`src/rtl/lvds_framer_pkg.sv`:
```
// Shared constants, state type and word helpers for the LVDS output framer.
// Raster counters count down; all positions below are in counter units.
package lvds_fmt_pkg;

  localparam logic [10:0] H_ACT_FIRST = 11'd1055;
  localparam logic [10:0] V_ACT_FIRST = 11'd1025;
  localparam logic [10:0] H_MAX       = 11'd1063;
  localparam logic [10:0] V_MAX       = 11'd1027;

  localparam int CODE_LEN = 4;
  localparam int ACT_LEN  = 1024;

  localparam logic [10:0] H_SAV_PT   = H_ACT_FIRST + 11'(CODE_LEN);
  localparam logic [10:0] H_ACT_LAST = H_ACT_FIRST - 11'(ACT_LEN - 1);
  localparam logic [10:0] V_ACT_LAST = V_ACT_FIRST - 11'(ACT_LEN - 1);

  localparam logic [9:0] C_PRE     = 10'h3FF;
  localparam logic [9:0] C_ZERO    = 10'h000;
  localparam logic [9:0] C_SAV_ACT = 10'h200;
  localparam logic [9:0] C_EAV_ACT = 10'h274;
  localparam logic [9:0] C_SAV_BLK = 10'h2AC;
  localparam logic [9:0] C_EAV_BLK = 10'h2D8;
  localparam logic [9:0] C_BLANK   = 10'h040;
  localparam logic [9:0] C_CLIP_LO = 10'h004;
  localparam logic [9:0] C_CLIP_HI = 10'h3FB;

  typedef enum logic [1:0] {ST_IDLE, ST_SAV, ST_ACT, ST_EAV} state_t;

  // Keeps pixel data out of the code-word reserved ranges.
  function automatic logic [9:0] clip(input logic [9:0] p);
    if (p < C_CLIP_LO)      return C_CLIP_LO;
    else if (p > C_CLIP_HI) return C_CLIP_HI;
    else                    return p;
  endfunction

  function automatic logic [9:0] code_word(input logic [1:0] idx, input logic [9:0] xyz);
    case (idx)
      2'd0:    return C_PRE;
      2'd1,
      2'd2:    return C_ZERO;
      default: return xyz;
    endcase
  endfunction

endpackage

```
`src/rtl/lvds_framer_if.sv`:
```
// Raster/pixel input and framed-word output bundle of the LVDS framer.
// master = raster source and word sink; slave = the framer itself.
interface lvds_framer_if;
  logic [10:0] ah;
  logic [10:0] av;
  logic [9:0]  pix;
  logic        en;
  logic [9:0]  dout;
  logic        lval;
  logic        fval;
  logic [15:0] fcnt;
  logic        resync;

  modport master (output ah, av, pix, en, input dout, lval, fval, fcnt, resync);
  modport slave  (input ah, av, pix, en, output dout, lval, fval, fcnt, resync);
endinterface

```
`src/rtl/lvds_xyz_enc.sv`:
```
// Combinational BT.656 XYZ word from F/V/H with protection bits.
// Zero latency; no flow control.
module lvds_xyz_enc (
  input  logic       f,
  input  logic       v,
  input  logic       h,
  output logic [9:0] xyz
);
  assign xyz = {1'b1, f, v, h, v ^ h, f ^ h, f ^ v, f ^ v ^ h, 2'b00};
endmodule

```
`src/rtl/lvds_framer.sv`:
```
// Frames the LVDS pixel stream with SAV/EAV codes, valid strobes and frame counter.
// One-cycle registered latency from each ah/av/pix sample; no backpressure (free-running raster).
module lvds_framer
  import lvds_fmt_pkg::*;
(
  input  logic          clk,
  input  logic          rst,
  lvds_framer_if.slave  bus
);

  state_t      state, state_n;
  logic [1:0]  wcnt, wcnt_n;
  logic [10:0] ah_prev;
  logic        prev_vld;
  logic        en_l;
  logic [15:0] fcnt_q;
  logic [9:0]  dout_q, dout_n;
  logic        lval_q, lval_n, fval_q, fval_n, resync_q, resync_n;
  logic        line_act, en_eff, disc;
  logic [9:0]  sav_xyz, eav_xyz;

  assign line_act = (bus.av <= V_ACT_FIRST) && (bus.av >= V_ACT_LAST);
  // The line-start sample already sees the enable it is about to latch.
  assign en_eff   = (bus.ah == H_MAX) ? bus.en : en_l;
  assign disc     = prev_vld && (bus.ah != ah_prev - 11'd1) &&
                    !(ah_prev == 11'd0 && bus.ah == H_MAX);

  lvds_xyz_enc u_sav (.f(1'b0), .v(!line_act), .h(1'b0), .xyz(sav_xyz));
  lvds_xyz_enc u_eav (.f(1'b0), .v(!line_act), .h(1'b1), .xyz(eav_xyz));

  always_comb begin
    state_n  = state;
    wcnt_n   = wcnt;
    dout_n   = C_BLANK;
    lval_n   = 1'b0;
    resync_n = disc;
    fval_n   = en_eff && line_act;
    if (disc && state != ST_IDLE) begin
      // Abort: the line gets no EAV; framing restarts at the next SAV point.
      state_n = ST_IDLE;
      wcnt_n  = 2'd0;
    end else begin
      case (state)
        ST_IDLE: begin
          if (en_l && bus.ah == H_SAV_PT && !disc) begin
            dout_n  = code_word(2'd0, sav_xyz);
            wcnt_n  = 2'd1;
            state_n = ST_SAV;
          end
        end
        ST_SAV: begin
          dout_n = code_word(wcnt, sav_xyz);
          wcnt_n = wcnt + 2'd1;
          if (wcnt == 2'd3) state_n = ST_ACT;
        end
        ST_ACT: begin
          if (bus.av == V_MAX && bus.ah == H_ACT_FIRST) begin
            dout_n = {2'b01, fcnt_q[15:8]};
          end else if (bus.av == V_MAX && bus.ah == H_ACT_FIRST - 11'd1) begin
            dout_n = {2'b01, fcnt_q[7:0]};
          end else if (line_act) begin
            dout_n = clip(bus.pix);
            lval_n = 1'b1;
          end
          if (bus.ah == H_ACT_LAST) begin
            state_n = ST_EAV;
            wcnt_n  = 2'd0;
          end
        end
        ST_EAV: begin
          dout_n = code_word(wcnt, eav_xyz);
          wcnt_n = wcnt + 2'd1;
          if (wcnt == 2'd3) state_n = ST_IDLE;
        end
        default: state_n = ST_IDLE;
      endcase
    end
  end

  always_ff @(posedge clk or posedge rst) begin
    if (rst) begin
      state    <= ST_IDLE;
      wcnt     <= 2'd0;
      ah_prev  <= 11'd0;
      prev_vld <= 1'b0;
      en_l     <= 1'b0;
      fcnt_q   <= 16'd0;
      dout_q   <= C_BLANK;
      lval_q   <= 1'b0;
      fval_q   <= 1'b0;
      resync_q <= 1'b0;
    end else begin
      state    <= state_n;
      wcnt     <= wcnt_n;
      ah_prev  <= bus.ah;
      prev_vld <= 1'b1;
      if (bus.ah == H_MAX) en_l <= bus.en;
      if (bus.av == 11'd0 && bus.ah == 11'd0) fcnt_q <= fcnt_q + 16'd1;
      dout_q   <= dout_n;
      lval_q   <= lval_n;
      fval_q   <= fval_n;
      resync_q <= resync_n;
    end
  end

  assign bus.dout   = dout_q;
  assign bus.lval   = lval_q;
  assign bus.fval   = fval_q;
  assign bus.fcnt   = fcnt_q;
  assign bus.resync = resync_q;

endmodule

```
`src/flat_wrapper.sv`:
```
// flat-port wrapper written by rule: the top's interface ports become plain ports
module lvds_framer_flat import lvds_fmt_pkg::*;
  (clk, rst, bus_ah, bus_av, bus_pix, bus_en, bus_dout, bus_lval, bus_fval, bus_fcnt, bus_resync);
  lvds_framer_if bus_i ();
  input  logic clk;
  input  logic rst;
  input wire logic [$bits(bus_i.ah)-1:0] bus_ah;
  input wire logic [$bits(bus_i.av)-1:0] bus_av;
  input wire logic [$bits(bus_i.pix)-1:0] bus_pix;
  input wire logic [$bits(bus_i.en)-1:0] bus_en;
  output wire logic [$bits(bus_i.dout)-1:0] bus_dout;
  output wire logic [$bits(bus_i.lval)-1:0] bus_lval;
  output wire logic [$bits(bus_i.fval)-1:0] bus_fval;
  output wire logic [$bits(bus_i.fcnt)-1:0] bus_fcnt;
  output wire logic [$bits(bus_i.resync)-1:0] bus_resync;
  assign bus_i.ah = bus_ah;
  assign bus_i.av = bus_av;
  assign bus_i.pix = bus_pix;
  assign bus_i.en = bus_en;
  assign bus_dout = bus_i.dout;
  assign bus_lval = bus_i.lval;
  assign bus_fval = bus_i.fval;
  assign bus_fcnt = bus_i.fcnt;
  assign bus_resync = bus_i.resync;
  lvds_framer u_core (.clk(clk), .rst(rst), .bus(bus_i));
endmodule
```
`config.mk`:
```
export PLATFORM = sky130hd
export DESIGN_NAME = lvds_framer_flat
export DESIGN_NICKNAME = d
export VERILOG_FILES = /design/src/rtl/lvds_framer_pkg.sv /design/src/rtl/lvds_framer_if.sv /design/src/rtl/lvds_xyz_enc.sv /design/src/rtl/lvds_framer.sv /design/src/flat_wrapper.sv
export SDC_FILE = /design/constraint.sdc
export NUM_CORES = 1
export LEC_CHECK = 0
export BUFFER_PORTS_ARGS = -buffer_cell sky130_fd_sc_hd__buf_2
export CORE_UTILIZATION = 50
export DETAILED_ROUTE_END_ITERATION = 12
export PLACE_DENSITY = 0.74
export SYNTH_ARGS = -nofsm -noshare
export SYNTH_HDL_FRONTEND = slang
export SYNTH_SLANG_ARGS = --single-unit
export TNS_END_PERCENT = 10
```
`constraint.sdc`:
```
create_clock -name clk -period 5.65 [get_ports clk]
set_clock_uncertainty 0.2 [all_clocks]
set_input_delay 0.8475 -clock clk [delete_from_list [all_inputs] [get_ports clk]]
set_output_delay 0.8475 -clock clk [all_outputs]
set_load 0.05 [all_outputs]
```
==> impl_metrics.ini <==
[status]
status = finished clean

[worst_setup_path]
required_ns = 5.63
worst_setup_path_start_kind = flop
endpoint_kind = flop
crit_family = simple AND/OR/NAND/NOR gates
max_stage_delay_ns = 0.51
path_buf_inv = 1
arrival_ns = 3.07
path_max_fanout = 9
rr_worst_depth = 8
path_depth = 8
crit_chain = inv_1 > ha_1 > or3b_4 > or4_4 > o41ai_1 > o21bai_4 > and2b_2 > o31ai_2
critPathKind = reg2reg
crit_slowest_cell = or4_4

[sta]
hold_viol_final = 0
final.setup.tns_ns = 0
fin_crit_sh_pct = 54.63
layout_setup_ws_ns = 2.563
slew_headroom_pct = 34.90
rsz0062_at_grt = no
setup_viol = 0
clock.fmax_mhz = 324.0
finalCriticalPeriod_ns = 3.087
worst_pin_slew_ns = 0.9750
slew_violations = 0

[power]
clockPowerShare_pct = 23.3
power.internal_uw = 636.7
p_switching_uw = 410.6
power_per_cell_area_nw_per_um2 = 330.1
vdd_drop_max_v = 0.0001449
combinationalPowerShare_pct = 38.5
seq_power_share_pct = 38.2
leakage_nw = 1.482
switching_share_pct = 39.21

[cts]
post_cts_buffers = 0
cts_resized = 0
cts_root_buffer = clkbuf_8
cts_buffers = 5
clock-sinks = 46
htree_levels = 2
clk_latency_ns = 0.30
cts_tree = done
cts_buffer_depth = 2
cts.reportedPaths.clkPinSlew_ns = 0.09
cts_hold_buf = 0

[synthesis]
syn_area_um2 = 2678
synthCells = 283
yosysTopAreaCellShare_pct = 42.06
ys_seq_area_share_pct = 43.04
synth-async-reset-ratio_pct = 100.0
ys_warn_count = 0
yosys.area.top_type = dfrtp_1
synthTopCellsByArea = dfrtp_1 42%, xnor2_1 6.9%, ha_1 4.2%
synth_edf_count = 0
synth.net_count = 327
yosys_register_bits = 46
synth_most_common_cell = dfrtp_1
synth_ff_type = dfrtp_1
synth_common_cells = 45 x dfrtp_1, 29 x nand2_1, 21 x xnor2_1
synth_cell_types = 56
syn_area_per_cell_um2 = 9.461

[placed_design]
placed_cell_area_um2 = 3063
place_congestion = 0.9177
port_buffers = 63
preCtsSetupSlack_ns = 2.373
dp_cells = 411
dp_hpwl_mm = 4.832

[cells_and_area]
finalInstanceArea_um2 = 3173
nets = 392
drive_gt1_share_pct = 26.65
fillers = 467
final_core_util_pct = 61.73
area_delta_synth_final_pct = 18.50
insertedDiodeCount = 0
instances_no_fill = 419

[floorplan]
initial_core_util_pct = 52.09
die_h_um = 75.18
dieArea_um2 = 5652
chipWidth_um = 75.18
pin_count = 64
design.core.area_um2 = 5140
row_count = 26

[route]
drt_iter0_markers = 188
wire_per_inst_um = 15.18
drc = 0
viasPerCell = 5.630
drt-total-wl_mm = 6.360
vias = 2359
ant_nets = 0
firstDrtPassIters = 4

[global_routing]
grt_max_degree = 47
grt_overflow_total = 0
grt_use_total_pct = 25.01
grt_pass1_vias = 2191
antenna_found_initial = 0
grt_pass1_wl_mm = 10.46

[min_path]
holdPathStages = 1
hp-class = reg2reg

[flow_run]
maxCapViolCount = 0
cell usage in the layout, fill, tap and decap left out, drive strengths merged, types with 4 or more instances in the layout:
master / instances
nor2: 20
xor2: 4
nand2: 31
nand2b: 6
inv: 18
ha: 9
buf: 64
xnor2: 21
o211ai: 7
or2: 4
dfrtp: 45
nand3: 9
clkbuf: 6
a21oi: 11
nor4: 9
nand4: 11
o21ai: 17
nand3b: 4
nor3: 8
per-layer routing:
layer	vias to the layer above	GRT usage, %	share of wire (%)
met5	-	0	0
met4	0	7.407	1.7
met3	13	4.418	3.9
met2	69	37.34	45
met1	1131	37.32	50
li1	1146	-	-
per-stage QoR:
step	power (mW)	hold slack (ns)
after floorplan	0.7122	0.2919
final	1.047	0.3192
after CTS	1.051	0.3149
after detailed placement	0.8080	0.3025
after global placement	0.8020	0.3019
after global routing	1.114	0.3473
power groups by stage:
stage               clock (mW)  combinational [mW]  sequential [mW]
finish                   0.244               0.403            0.400
global route             0.262               0.446            0.406
CTS                      0.247               0.403            0.400
detailed placement           0               0.401            0.407
global placement             0               0.397            0.405
floorplan                    0               0.219            0.493
final timing paths:
| check | from | endpoint | slack (ns) |
|---|---|---|---|
| worst max-delay path | u_core.ah_prev[0]$_DFF_PP0_ | u_core.wcnt[1]$_DFFE_PP0P_ | 2.56 |
| worst min-delay path | u_core.bus.fcnt[15]$_DFFE_PP0P_ | u_core.bus.fcnt[15]$_DFFE_PP0P_ | 0.32 |
| worst max register to register | u_core.ah_prev[0]$_DFF_PP0_ | u_core.wcnt[1]$_DFFE_PP0P_ | 2.56 |
| worst min register to register | u_core.bus.fcnt[15]$_DFFE_PP0P_ | u_core.bus.fcnt[15]$_DFFE_PP0P_ | 0.32 |
| max in group asynchronous | rst | u_core.bus.dout[2]$_DFF_PP0_ | 4.07 |
| min in group asynchronous | rst | u_core.ah_prev[8]$_DFF_PP0_ | 0.56 |
cell type report:
class | instances | area [um^2] | area share [%]
clock buffer | 6 | 72.57 | 2.287
tap | 70 | 87.58 | 2.760
inverter | 18 | 67.56 | 2.129
multi-input combinational | 213 | 1433 | 45.15
timing repair buffer | 64 | 322.8 | 10.17
clock inverter | 2 | 37.54 | 1.183
sequential | 46 | 1152 | 36.32
logic make-up after synthesis:
kind of cell	count (synthesis)	synth area share [%]
flip-flops	46	43.04
adder cells (fa/ha/maj)	9	4.206
other	1	0.1401
AND/OR/NAND/NOR	116	23.69
AO/OA/AOI/OAI	58	15.70
XOR/XNOR	25	8.178
buffers and inverters	24	3.458
multiplexers	4	1.589
registers in the layout (all words and copies together), names as in the netlist, 2 cells and up:
register / count
u_core.ah_prev: 11
u_core.bus.dout: 10
u_core.bus.fcnt: 16
u_core.state: 2
u_core.wcnt: 2
(Power assumes the default switching activity.)
